<file path="src/rtl/hilo_mult_seq.sv">
// HI/LO register pair with a fixed-latency sequencer in front of an external combinational multiplier.
// Multiply results land MULT_LATENCY cycles after acceptance; MTHI/MTLO complete in one cycle. START is ignored while BUSY.
module hilo_mult_seq #(
  parameter int DATA_WIDTH   = 32,
  parameter int MULT_LATENCY = 4
) (
  input  logic                  CLK,
  input  logic                  RST,
  input  logic                  START,
  input  logic [1:0]            OP,
  input  logic [DATA_WIDTH-1:0] A,
  input  logic [DATA_WIDTH-1:0] B,
  input  logic [DATA_WIDTH-1:0] PROD_HI,
  input  logic [DATA_WIDTH-1:0] PROD_LO,
  output logic [DATA_WIDTH-1:0] OP_A,
  output logic [DATA_WIDTH-1:0] OP_B,
  output logic                  SIGNED,
  output logic                  BUSY,
  output logic                  DONE,
  output logic [DATA_WIDTH-1:0] HI,
  output logic [DATA_WIDTH-1:0] LO
);

  typedef enum logic {ST_IDLE, ST_WAIT} state_t;

  localparam logic [3:0] LAT_M1 = 4'(MULT_LATENCY - 1);

  state_t                r_state, w_state_nxt;
  logic [3:0]            r_cnt, w_cnt_nxt;
  logic [DATA_WIDTH-1:0] r_op_a, w_op_a_nxt;
  logic [DATA_WIDTH-1:0] r_op_b, w_op_b_nxt;
  logic                  r_signed, w_signed_nxt;
  logic                  r_done, w_done_nxt;
  logic [DATA_WIDTH-1:0] r_hi, w_hi_nxt;
  logic [DATA_WIDTH-1:0] r_lo, w_lo_nxt;

  always_ff @(posedge CLK) begin
    if (RST) begin
      r_state  <= ST_IDLE;
      r_cnt    <= '0;
      r_op_a   <= '0;
      r_op_b   <= '0;
      r_signed <= 1'b0;
      r_done   <= 1'b0;
      r_hi     <= '0;
      r_lo     <= '0;
    end else begin
      r_state  <= w_state_nxt;
      r_cnt    <= w_cnt_nxt;
      r_op_a   <= w_op_a_nxt;
      r_op_b   <= w_op_b_nxt;
      r_signed <= w_signed_nxt;
      r_done   <= w_done_nxt;
      r_hi     <= w_hi_nxt;
      r_lo     <= w_lo_nxt;
    end
  end

  always_comb begin
    w_state_nxt  = r_state;
    w_cnt_nxt    = r_cnt;
    w_op_a_nxt   = r_op_a;
    w_op_b_nxt   = r_op_b;
    w_signed_nxt = r_signed;
    w_done_nxt   = 1'b0;
    w_hi_nxt     = r_hi;
    w_lo_nxt     = r_lo;
    case (r_state)
      ST_IDLE: begin
        if (START) begin
          if (!OP[1]) begin
            w_op_a_nxt   = A;
            w_op_b_nxt   = B;
            w_signed_nxt = ~OP[0];
            w_cnt_nxt    = LAT_M1;
            w_state_nxt  = ST_WAIT;
          end else begin
            if (OP[0]) w_lo_nxt = A;
            else       w_hi_nxt = A;
            w_done_nxt = 1'b1;
          end
        end
      end
      ST_WAIT: begin
        // Operands stay frozen here so the array sees stable inputs while settling.
        if (r_cnt != 4'd0) begin
          w_cnt_nxt = r_cnt - 4'd1;
        end else begin
          w_hi_nxt    = PROD_HI;
          w_lo_nxt    = PROD_LO;
          w_done_nxt  = 1'b1;
          w_state_nxt = ST_IDLE;
        end
      end
      default: w_state_nxt = ST_IDLE;
    endcase
  end

  assign OP_A   = r_op_a;
  assign OP_B   = r_op_b;
  assign SIGNED = r_signed;
  assign BUSY   = (r_state == ST_WAIT);
  assign DONE   = r_done;
  assign HI     = r_hi;
  assign LO     = r_lo;

endmodule
</file>
<file path="config.mk">
export PLATFORM = sky130hd
export DESIGN_NAME = hilo_mult_seq
export DESIGN_NICKNAME = d
export VERILOG_FILES = /design/src/rtl/hilo_mult_seq.sv
export SDC_FILE = /design/constraint.sdc
export NUM_CORES = 1
export LEC_CHECK = 0
export ABC_CLOCK_PERIOD_IN_PS = 3100
export CAP_MARGIN = 25
export CELL_PAD_IN_SITES_DETAIL_PLACEMENT = 1
export CELL_PAD_IN_SITES_GLOBAL_PLACEMENT = 1
export CORE_ASPECT_RATIO = 1.5
export CORE_UTILIZATION = 31
export CTS_CLUSTER_DIAMETER = 120
export DETAILED_ROUTE_END_ITERATION = 7
export HOLD_SLACK_MARGIN = 0.02
export PLACE_DENSITY = 0.95
export SLEW_MARGIN = 40
export SYNTH_ARGS = -nofsm -noshare
export SYNTH_HDL_FRONTEND = slang
export SYNTH_SLANG_ARGS = --single-unit
</file>
<file path="constraint.sdc">
create_clock -name CLK -period 3.1 [get_ports CLK]
set_input_delay 0.31 -clock CLK [delete_from_list [all_inputs] [get_ports CLK]]
set_output_delay 0.31 -clock CLK [all_outputs]
set_load 0.01 [all_outputs]
</file>
; ---- After elaboration in Yosys (flattened, before gate mapping)
; Cells that the tools add are included.
[totals]
reg_bits = 135
wordCells = 46
input_bits = 133
out_inout_bits = 131
[classes]
add_sub_neg = 1
eq_ne = 7
n_mux = 22
bitwise = 3
n_reduce_logical = 5
[ops]
columns = operator, count
row1 = two-way mux 32 bit, 8
row2 = case mux 32 bit (2 select lines), 2
row3 = two-way mux 4 bit, 3
row4 = "inequality test 2 bit, second input constant", 6
row5 = case mux 4 bit (2 select lines), 1
row6 = AND reduction 4 bit, 2
row7 = two-way mux 1 bit, 6
row8 = AND reduction 3 bit, 2
row9 = case mux 1 bit (2 select lines), 2
row10 = nonzero test 4 bit, 1
row11 = "subtractor 4 x 1 -> 4 bit, second input constant", 1
row12 = inverter 1 bit, 3
row13 = "inequality test 2 x 1 -> 1 bit, second input constant", 1

; ---- Longest topological paths before layout
[depth]
word_depth = 4
depth_mapped = 7

; ---- Worst setup path after synthesis
; OpenSTA, ideal clock, no wires.
[synth_timing]
path_kind = flip-flop to flip-flop
from = reg r_state, in the netlist BUSY
to = reg r_cnt[3]
t_required_ns = 3.021
slack_ns = 1.449
path_buffers = 1
stages_incl_launch_ff = 5
arrival_time_ns = 1.571
synth_period_minus_slack_ns = 1.651
cell_sequence = dfxtp_1 buf_4 or4b_1 or3b_1 a211oi_2
[synth_between]
elab_chain_len = 3
elab_cells_between_ends = 6
cone_classes = 3 x eq/ne / 1 x mux / 1 x bitwise / 1 x reduce/logical
[synth_lines]
columns = element, line
row1 = start: declaration, 28  ; state_t r_state, w_state_nxt;
row2 = start signal: assignment, 48  ; r_state <= w_state_nxt;
row3 = inverter 1 bit (no line), n/a
row4 = inequality test 2 bit (no line), n/a
row5 = AND reduction 3 bit (no line), n/a
row6 = end signal: assignment, 49  ; r_cnt <= w_cnt_nxt;
row7 = end: declaration, 29  ; logic [3:0] r_cnt, w_cnt_nxt;
; Several ways; a longest one is shown, not always the timed one.
; A chain may end at the register's enable or synchronous reset.

; ---- Worst setup path in the final report
[layout_timing]
from = reg r_state, in the netlist BUSY
to = out BUSY
[layout_lines]
columns = element, line
row1 = end: declaration, 18  ; output logic BUSY,
; No word-level cell between the ends.

==> impl_results.rst <==
.. list-table::
   :header-rows: 1

   * - Metric
     - Value
   * - Endpoint arrival time on the critical path
     - between 2 and 2.5 ns
   * - Number of top-level pins
     - roughly 260
   * - IO Port Bufs
     - 263
   * - GRT Residual Overflow
     - 0
   * - Detailed-route wire length
     - between 20,000 and 25,000 um
   * - Power per unit of standard cell area
     - 544 nW/um2
   * - Total of cells resized after clock tree synthesis
     - 0
   * - Setup Skew
     - between 0.009 and 0.01 ns
   * - Proportion of layout cells with a drive suffix above 1
     - 0.0594
   * - Fraction of the yosys area taken by sequential cells
     - 0.499
   * - Aggregate global-route resource usage
     - 0.233
   * - Number of buffers inserted for hold repair after clock tree synthesis
     - 0
   * - Gate count after technology mapping
     - ~610
   * - Result of the run
     - completed
   * - Final cell count without fillers
     - around 1,100
   * - Synth Area per Inst
     - between 8 and 9 um2
   * - Setup crit start kind
     - register
   * - Wire length of the first global-routing pass
     - about 32,000 um
   * - Unrepaired setup endpoints after global routing
     - no
   * - Cell Int Power
     - 3.44 mW
   * - Main area contributors after synthesis
     - dfxtp_1, mux2i_1, a211oi_1
   * - Total number of vias
     - 5,484
   * - Endpoints failing hold
     - 0
   * - Detailed router's first-iteration violation count
     - approximately 210
   * - Capturing element type of the critical path
     - output pin
   * - Number of warnings printed during yosys synthesis
     - 0
   * - Chip width
     - 110 um
   * - Final min period
     - 2.37 ns
   * - Vias per cell
     - 5.13
   * - Post-CTS clock slew at the launch and capture registers of the worst setup and hold paths
     - about 0.070 ns
   * - Max Transition Viols Final
     - 0
   * - CTS tree
     - built
   * - Fraction of power spent switching nets
     - 0.279
   * - Total power
     - between 4 and 5 mW
   * - Synthesized Nets
     - ~750
   * - Net Switching
     - 1.33 mW
   * - Number of cells after detailed placement
     - around 1,000
   * - Setup fix buffers added after clock tree synthesis
     - 0
   * - First-pass iteration count of the detailed router
     - 6
   * - Area growth from synthesis to final layout
     - 61.5%
   * - Placeable core region
     - roughly 17,000 um2
   * - Detail-routed net length per standard cell
     - around 20 um
   * - Req. time, crit path
     - around 2.8 ns
   * - Final number of setup-violating endpoints
     - 0
   * - Number of diodes added for antenna fixing
     - 0
   * - Effective utilization at floorplan
     - 0.320
   * - Antenna violations before repair
     - 0
   * - Most area-hungry cell type in the Yosys netlist
     - dfxtp_1
   * - Fmax
     - 422 MHz
   * - Clock insertion delay at the later pin of the skew report
     - between 0.4 and 0.5 ns
   * - Leakage Power
     - about 3.0 nW
   * - Setup Crit Path Kind
     - reg -> out
   * - H-tree depth
     - 4
   * - Die area
     - 18,000 um2
   * - Power share of the clock group
     - 0.392
   * - Post-route setup TNS
     - 0 ns
   * - Clock buffer count from CTS
     - 17
   * - Placement row count
     - slightly below 60
   * - DRC viols
     - 0
   * - Relative slew slack
     - 0.500
   * - Post-synth cell types
     - 26
   * - Total number of nets in the final design
     - 981
   * - Worst supply voltage drop on vdd
     - 0.290 mV
   * - Post-synth design cell area
     - approximately 5400 um2
   * - Root buf cell
     - clkbuf_16
   * - Height of the chip
     - around 160 um
   * - Pin count of the biggest net entering global routing
     - 82
   * - Final period util
     - 0.765
   * - Clock buffer depth
     - 2
   * - Max-Cap Viols
     - 0
   * - Slew at the pin closest to its max-slew limit
     - 0.750 ns
   * - Antenna Violating Nets Remaining
     - 0
   * - CTS sink count
     - ~140
   * - Synthesis-stage register bit count
     - 135
   * - Path type of the worst min-delay path
     - in -> reg
   * - Maximum fanout encountered on the critical timing path
     - between 40 and 50
   * - Share of the synthesized area in the top cell type
     - 0.499
   * - HPWL reported at the end of detailed placement
     - about 15,000 um
   * - Gate power share
     - 0.203
   * - Vias in the first global route
     - between 5,000 and 6,000
   * - Fraction of power consumed by sequential logic
     - 0.406
   * - Final weighted congestion in routability-driven placement
     - 0.809
-- power by group through the flow --
stage               Combinational (mW)  Clock [mW]  Sequential [mW]
global route                      1.04        1.98             1.95
global placement                 0.943           0             1.96
finish                           0.966        1.87             1.93
CTS                              0.977        1.91             1.93
detailed placement               0.969           0             1.97
floorplan                        0.358           0             2.02
-- synth_stat cells, drive strengths merged --
| master | n |
|---|---|
| dfxtp | 135 |
| nand2 | 130 |
| a211oi | 67 |
| a21oi | 65 |
| nor3 | 65 |
| mux2i | 64 |
| clkbuf | 48 |
| buf | 13 |
| nor2 | 4 |
| inv | 3 |
| or3b | 3 |
| ha | 2 |
| or2 | 2 |
| a221oi | 1 |
| a311oi | 1 |
| a31oi | 1 |
| a32oi | 1 |
| and4b | 1 |
| and4bb | 1 |
| nor2b | 1 |
| nor3b | 1 |
| nor4bb | 1 |
| or4b | 1 |
-- layer usage --
layer | up-vias | part of all wire | wire length, um | global-route usage
li1 | 2619 | - | - | -
met1 | 2640 | 0.38 | 7870 | 0.248
met2 | 175 | 0.54 | 11200 | 0.425
met3 | 50 | 0.046 | 950 | 0.0496
met4 | 0 | 0.040 | 834 | 0.116
met5 | - | 0 | 0 | 0
-- cell families after synthesis --
family	Yosys count	share of synthesized area
simple gates	210	0.171
mux	64	0.118
compound gates	136	0.160
flops	135	0.499
fa+ha+maj	2	0.00462
buf+inv	64	0.0473
-- placed cells by master (no fill, tap or decap), types with 2 or more instances in the layout --
cell type / instances
inv_6: 4
a21oi_1: 65
clkinv_4: 2
dfxtp_1: 134
nor2_1: 4
nor3_1: 65
clkbuf_16: 17
inv_1: 3
clkdlybuf4s50_1: 262
or2_1: 2
clkbuf_1: 2
buf_4: 14
ha_1: 2
a211oi_1: 66
clkinvlp_4: 5
or3b_1: 2
nand2_1: 130
mux2i_1: 64
-- per-stage QoR --
stage	setup WS, ns	cell area (um2)	hold WS [ns]	util
6_report	0.728	8750	0.420	0.518
3_3_place_gp	0.771	8210	0.441	0.485
3_5_place_dp	0.661	8210	0.446	0.485
2_1_floorplan	1.45	5420	0.406	-
5_1_grt	0.645	8750	0.438	0.518
4_1_cts	0.699	8750	0.409	0.518
-- state kept, by name, summed over array words and instances (netlist names) --
register / flops
DONE: 1
BUSY: 1
OP_B: 32
LO: 32
SIGNED: 1
HI: 32
OP_A: 32
r_cnt: 4
-- critical path, cell delays in order (launching register included) --
cell             delay [ns]
dfxtp_4                0.38
buf_4                  0.59
clkdlybuf4s50_1        0.67
-- worst paths after layout --
check / startpoint / end / slack, ns / cells past startpoint
max: BUSY / BUSY / 0.73 / 2
max reg2reg: r_cnt[0] / LO[4] / 0.92 / 6
min: RST / OP_A[16] / 0.42 / 2
min reg2reg: OP_A[23] / OP_A[23] / 0.45 / 2
-- final cells by class --
type,instances,area [um2]
clock inverters,12,95.1
fillers,1878,8160
repair buffers,277,2750
inverters,3,11.3
clock buffers,20,447
multi-input cells,412,2480
flip-flops and latches,135,2710
well taps,210,263
Power figures use the tool's default switching activity.
